`config.mk`:
```
export PLATFORM = sky130hd
export DESIGN_NAME = irq_rst_ctl
export DESIGN_NICKNAME = d
export VERILOG_FILES = /design/src/rtl/irq_rst_ctl.sv
export SDC_FILE = /design/constraint.sdc
export NUM_CORES = 1
export LEC_CHECK = 0
export ABC_AREA = 1
export CAP_MARGIN = 10
export CORE_MARGIN = 2
export CORE_UTILIZATION = 45
export DETAILED_ROUTE_END_ITERATION = 7
export MAX_ROUTING_LAYER = met4
export PLACE_DENSITY = 0.74
export REMOVE_ABC_BUFFERS = 1
export SYNTH_ARGS = -nofsm -noshare
export SYNTH_HDL_FRONTEND = slang
export SYNTH_SLANG_ARGS = --single-unit
```
`constraint.sdc`:
```
create_clock -name clk -period 1.3 [get_ports clk]
set_input_delay 0.195 -clock clk [delete_from_list [all_inputs] [get_ports clk]]
set_output_delay 0.195 -clock clk [all_outputs]
set_load 0.05 [all_outputs]
```
`src/rtl/irq_rst_ctl.sv`:
```
// Interrupt/reset front end for the 65C02 microcode sequencer: pin synchronizers, NMI edge latch,
// reset stretcher, vector select and WAI/STP halt. Build with WAI_STP_EN to get the WAIT/STOP states.
//
// state   | meaning
// --------+--------------------------------------------------------------
// ST_RST  | reset asserted to sequencer, stretch counter running
// ST_RUN  | normal execution, interrupts acknowledged at sync
// ST_WAIT | WAI executed, core halted until IRQ or NMI (WAI_STP_EN only)
// ST_STOP | STP executed, core halted until reset_n (WAI_STP_EN only)
module irq_rst_ctl #(
    parameter int SYNC_STAGES  = 2,
    parameter int RESET_CYCLES = 4
) (
    input  logic       clk,
    input  logic       reset_n,
    input  logic       IRQ_n,
    input  logic       NMI_n,
    input  logic       sync,
    input  logic       I,
    input  logic       wai,
    input  logic       stp,
    output logic       reset,
    output logic       irq,
    output logic       I_eff,
    output logic [1:0] vec,
    output logic       halt,
    output logic       nmi_pending
);

`ifdef WAI_STP_EN
    typedef enum logic [1:0] {ST_RST, ST_RUN, ST_WAIT, ST_STOP} state_t;
`else
    typedef enum logic [1:0] {ST_RST, ST_RUN} state_t;
`endif

    localparam logic [3:0] CNT_LAST = 4'(RESET_CYCLES - 1);

    state_t                 state;
    logic [3:0]             cnt;
    logic [1:0]             rst_sync;
    logic [SYNC_STAGES-1:0] irq_sync;
    logic [SYNC_STAGES-1:0] nmi_sync;
    logic                   nmi_prev;
    logic                   rst_ok;
    logic                   irq_s;
    logic                   nmi_edge;
    logic                   take;
    logic                   ack;

    // Deassertion of reset_n is synchronized before the stretch counter may run.
    always_ff @(posedge clk or negedge reset_n) begin
        if (!reset_n) begin
            rst_sync <= 2'b00;
        end else begin
            rst_sync <= {rst_sync[0], 1'b1};
        end
    end

    always_ff @(posedge clk or negedge reset_n) begin
        if (!reset_n) begin
            irq_sync <= '1;
            nmi_sync <= '1;
            nmi_prev <= 1'b1;
        end else begin
            irq_sync <= {irq_sync[SYNC_STAGES-2:0], IRQ_n};
            nmi_sync <= {nmi_sync[SYNC_STAGES-2:0], NMI_n};
            nmi_prev <= nmi_sync[SYNC_STAGES-1];
        end
    end

    assign rst_ok   = rst_sync[1];
    assign irq_s    = ~irq_sync[SYNC_STAGES-1];
    assign nmi_edge = nmi_prev & ~nmi_sync[SYNC_STAGES-1];

    assign irq   = nmi_pending | irq_s;
    assign I_eff = I & ~nmi_pending;
    assign take  = nmi_pending | (irq_s & ~I);
    assign ack   = (state == ST_RUN) & sync & take;

    always_ff @(posedge clk or negedge reset_n) begin
        if (!reset_n) begin
            state       <= ST_RST;
            cnt         <= 4'd0;
            reset       <= 1'b1;
            vec         <= 2'b00;
            nmi_pending <= 1'b0;
`ifdef WAI_STP_EN
            halt        <= 1'b0;
`endif
        end else begin
            // A new edge in the acknowledge cycle must not be lost.
            if (nmi_edge) begin
                nmi_pending <= 1'b1;
            end else if (ack && nmi_pending) begin
                nmi_pending <= 1'b0;
            end

            if (ack) begin
                vec <= nmi_pending ? 2'b01 : 2'b10;
            end

            case (state)
                ST_RST: begin
                    if (rst_ok) begin
                        if (cnt == CNT_LAST) begin
                            state <= ST_RUN;
                            reset <= 1'b0;
                        end else begin
                            cnt <= cnt + 4'd1;
                        end
                    end
                end
                ST_RUN: begin
`ifdef WAI_STP_EN
                    if (sync && !ack) begin
                        if (stp) begin
                            state <= ST_STOP;
                            halt  <= 1'b1;
                        end else if (wai) begin
                            state <= ST_WAIT;
                            halt  <= 1'b1;
                        end
                    end
`endif
                end
`ifdef WAI_STP_EN
                ST_WAIT: begin
                    if (irq_s || nmi_pending) begin
                        state <= ST_RUN;
                        halt  <= 1'b0;
                    end
                end
                ST_STOP: begin
                    state <= ST_STOP;
                end
`endif
                default: begin
                    state <= ST_RST;
                end
            endcase
        end
    end

`ifndef WAI_STP_EN
    logic unused_inputs;
    assign unused_inputs = &{1'b0, wai, stp};
    assign halt          = 1'b0;
`endif

endmodule

```
-- After elaboration in Yosys (flattened, before gate mapping)
Index checks and enable logic that the tools add are counted.
Widths: inputs -> output; s select.
- logic and storage cells: 39
- input bits: 8
- ROM bits: 0
- latch bits: 0
- output and inout port bits: 7
- memories kept: 0
- memory bits (writable): 0
- register bits: 17
- muxes and demuxes: 6
- add/sub/neg operators: 1
- div/mod/pow operators: 0
- reduce and logical (&&, ||, !) cells: 6
- bitwise gates (word level): 13
- multipliers: 0
- eq/ne operators: 4
- magnitude comparators: 0
- shifts and indexed selects: 0
- operators by type and width (kind ; count):
    $reduce_and 3->1 ; 3
    $mux 2 ; 3
    $not 1->1 ; 6
    $and 1x1->1 ; 5
    $add 4x1->4 const B ; 1
    $eq 4x2->1 const B ; 1
    $ne 2x2->1 const B ; 2
    $pmux 2 s2 ; 1
    $eq 2x1->1 const B ; 1
    $logic_not 2->1 ; 1
    $mux 1 ; 2
    $or 1x1->1 ; 2
    $reduce_bool 2->1 ; 1
    $logic_and 1x1->1 ; 1

-- Depth between registers and ports, before layout
Gate-level depths: netlist of the first run.
- depth after elaboration: 7
- gate-level depth with buffers: 6
- mapped depth without buffers: 6

-- Least setup slack after synthesis of the first run
Ideal clock, no wire load.
- kind: flip-flop to flip-flop
- from: register nmi_pending
- to: register vec[1]
- required time: 1.178 ns
- path slack: -0.284 ns
- arrival time: 1.462 ns
- cell stages (with the launch flop): 6
- path buffers: 0
- cell sequence: dfrtp_1 inv_1 nand2_1 nand3_1 nand2_1 nand2_1
- cells in the longest elaborated chain, start to end: 2
- ends and longest elaborated chain (what ; RTL line ; source):
    from (decl) ; 27 ; output logic nmi_pending
    from (signal assigned) ; 86 ; nmi_pending <= 1'b0;
    from (signal assigned) ; 93 ; nmi_pending <= 1'b1;
    from (signal assigned) ; 95 ; nmi_pending <= 1'b0;
    $or 1x1->1 ; 77 ; assign take = nmi_pending | (irq_s & ~I);
    $and 1x1->1 ; 78 ; assign ack = (state == ST_RUN) & sync & take;
    to (signal assigned) ; 99 ; vec <= nmi_pending ? 2'b01 : 2'b10;
    to (decl) ; 25 ; output logic [1:0] vec,
Parallel ways exist; a longest one is shown, timed or not.
A chain may end at the register's enable or synchronous reset.

-- Worst setup path in the final report of the first run
- from: register irq_sync[1]
- to: output port irq
- cells in the longest elaborated chain, start to end: 2
- ends and longest elaborated chain (what ; RTL line ; source):
    from (decl) ; 41 ; logic [SYNC_STAGES-1:0] irq_sync;
    from (signal assigned) ; 65 ; irq_sync <= {irq_sync[SYNC_STAGES-2:0], IRQ_n};
    $not 1->1 ; 72 ; assign irq_s = ~irq_sync[SYNC_STAGES-1];
    $or 1x1->1 ; 75 ; assign irq = nmi_pending | irq_s;
    to (decl) ; 23 ; output logic irq,
No other way between the ends.

==> results by group, run 1 <==
Yosys
  – Synth cell types: 18
  – Synthesized area: 625.6 µm²
  – Mean post-synth cell area: 10.09 µm²
  – Synth Instances: 62
  – Warnings, synthesis: 0
  – Yosys reg bits: 16
  – Sequential fraction of the synthesis area: 0.6520

Layout
  – Ratio of cells with drive above 1 in the final layout: 0.3462
  – Area of the multi-input gates: ~180 µm²
  – Fin util: 0.6635
  – Register area: approximately 410 µm²
  – Ant. Diodes: 0
  – Finished layout cell area: about 860 µm²
  – Syn-to-layout area delta: 38.00%
  – Fillers: roughly 110
  – Final net count: 88

Hold path
  – Worst hold path type: in2async

Floorplan
  – Chip width: around 41 µm
  – Die Footprint: ~1700 µm²
  – DIE HEIGHT: approximately 41 µm
  – Cell Rows: 13
  – Placeable core area: 1301 µm²
  – IO Pins: 15
  – Initial core utilization: 0.4808

Drt
  – WL/cell: roughly 11 µm
  – DRT iter0 DRCs: 6
  – Antenna viol nets, final: 0
  – Routed WL: about 1000 µm
  – Drt pass-1 iters: 4
  – Via density: around 4.7
  – # DRC: 0
  – Via count: roughly 440

Placed design
  – Post-DP HPWL: between 700 and 800 µm
  – IO buf count: 11
  – RePlAce Congestion: between 0.6 and 0.7
  – Area after DPL: between 800 and 900 µm²

Worst setup path
  – Startpoint types: flop
  – Crit path capture type: output pin
  – Reg2reg path depth: 5
  – WP data required: around 1.1 ns
  – Worst EP arrival: 1.06 ns
  – Max FO, Critical Path: 3
  – Critical path type: reg2out

Power
  – P per Cell Area: 1929 nW/µm²
  – Leak pwr: about 0.00043 µW
  – Power, Total: between 1500 and 2000 µW
  – Worst VDD drop: roughly 0.0012 V

CTS
  – Worst-path clk slew: approximately 0.09 ns
  – Num CTS Buffers: 3
  – Clock root cell: clkbuf_4
  – # hold bufs at CTS: 0
  – Clock Sinks: 16
  – H-tree levels: 1
  – CTS Buffer Depth: 2
  – Worst-Skew Late Latency: 0.29 ns
  – CTS tree: built

GRT
  – Initial antenna violation count: 0
  – Largest net degree at the start of global routing: 17
  – GRT overflow: 0
  – First-pass GRT wire length: 1573 µm
  – Number of global-route vias before repair: approximately 360
  – All-Layer GR Usage: 0.1643

STA
  – Final clock skew: approximately 0.0055 ns
  – Final Setup Violations: 0
  – Crit path time final: 1.250 ns
  – Crit share post-route: 0.9617
  – Setup TNS: 0 ns
  – RSZ-0062 raised after global routing: no
  – Fmax: around 0.80 GHz
  – Final Hold Vio Count: 0
  – Max Slew Vio Count: 0

Outcome
  – Outcome: finished clean

Flow run
  – Max cap viols: 0
## final cells by class
| type | count | share of cell area |
|---|---|---|
| flip-flops and latches | 16 | 0.4725 |
| well taps | 15 | 0.02174 |
| clock buffers | 4 | 0.04203 |
| multi-input cells | 36 | 0.2101 |
| repair buffers | 13 | 0.2145 |
| inverters | 9 | 0.03913 |
## per-layer routing
layer | vias to the layer above | global-route usage | part of all wire
li1 | 222 | - | -
met1 | 205 | 0.2092 | 0.40
met2 | 10 | 0.2070 | 0.51
met3 | 4 | 0.08152 | 0.059
met4 | 0 | 0.09677 | 0.027
met5 | - | - | 0
## worst max-delay path, stage by stage, from the launching register on
cell	delay, ns
dfstp_2	0.54
nand2_2	0.08
buf_12	0.15
## per-stage QoR
step	hold WS [ns]	instances	worst slack [ns]
6_report	0.2088	93	0.04984
3_5_place_dp	0.3370	88	0.1361
4_1_cts	0.2115	93	0.001206
5_1_grt	0.2406	93	0.002421
3_3_place_gp	0.3373	88	0.1382
2_1_floorplan	-0.1006	61	-0.2837
## Yosys cell counts
master    instances  share of area
dfstp_2           6           0.25
buf_4             1          0.012
inv_2             1         0.0060
conb_1            2          0.012
nor2_1            2          0.012
inv_1             8          0.048
o22ai_1           1          0.010
o21ai_1           1         0.0080
o21a_1            1          0.012
nor2_2            1          0.010
nand2_1          15          0.090
ha_1              1          0.020
nand3_1           6          0.048
o21bai_1          1          0.012
dfrtp_1          10           0.40
nand4_1           1          0.010
o21ai_0           1         0.0080
nand2_2           3          0.030
## state kept, by name (all words and copies together) (netlist names)
signal and count:
irq_sync 2, cnt 4, nmi_pending 1, reset 1, nmi_prev 1, rst_sync 2
nmi_sync 2, vec 2, state 1
## worst paths after layout
path	from	endpoint	slack, ns
worst min register to register	irq_sync[0]	irq_sync[1]	0.35
worst max register to register	cnt[0]	cnt[0]	0.25
worst max-delay path	irq_sync[1]	irq	0.05
max in group asynchronous	reset_n	reset	0.85
min in group clk	IRQ_n	irq_sync[0]	0.31
worst min-delay path	reset_n	nmi_pending	0.21
## power by group
group,internal (µW),switching [µW]
sequential,598,82.1
combinational,286,381
clock,171,147
## kinds of logic (layout without fill, tap and decap cells)
kind of cell | Yosys count | after routing | synth area share
AND/OR/NAND/NOR | 28 | 28 | 0.2000
flip-flops | 16 | 16 | 0.6520
buffers and inverters | 10 | 26 | 0.06600
AO/OA/AOI/OAI | 5 | 5 | 0.05000
other | 2 | 2 | 0.01200
adder cells (fa/ha/maj) | 1 | 1 | 0.02000
## layout by cell type (no fill, tap or decap)
cell,instances
buf_12,6
buf_4,2
clkbuf_4,3
clkbuf_8,1
clkdlybuf4s50_1,5
conb_1,2
dfrtp_1,10
dfstp_2,6
ha_1,1
inv_1,6
inv_2,3
nand2_1,13
nand2_2,5
nand3_1,6
nand4_1,1
nor2_1,2
nor2_2,1
o21a_1,1
o21ai_0,1
o21ai_1,1
o21bai_1,1
o22ai_1,1
## what timing repair did
item | in CTS | in global routing
resized for setup | 2 | 2
buffers inserted | 1 | 0
setup endpoints to repair | 2 | 1
Power figures use the tool's default switching activity.
==> inputs of run 2 (changes only) <==
--- a/config.mk
+++ b/config.mk
@@ -6,6 +6,7 @@
 export NUM_CORES = 1
 export LEC_CHECK = 0
 export ABC_AREA = 1
+export ABC_CLOCK_PERIOD_IN_PS = 1300
 export CAP_MARGIN = 10
 export CORE_MARGIN = 2
 export CORE_UTILIZATION = 45
==> results of run 2 <==
Final layout, timing and power as in run 1 (identical DEF).
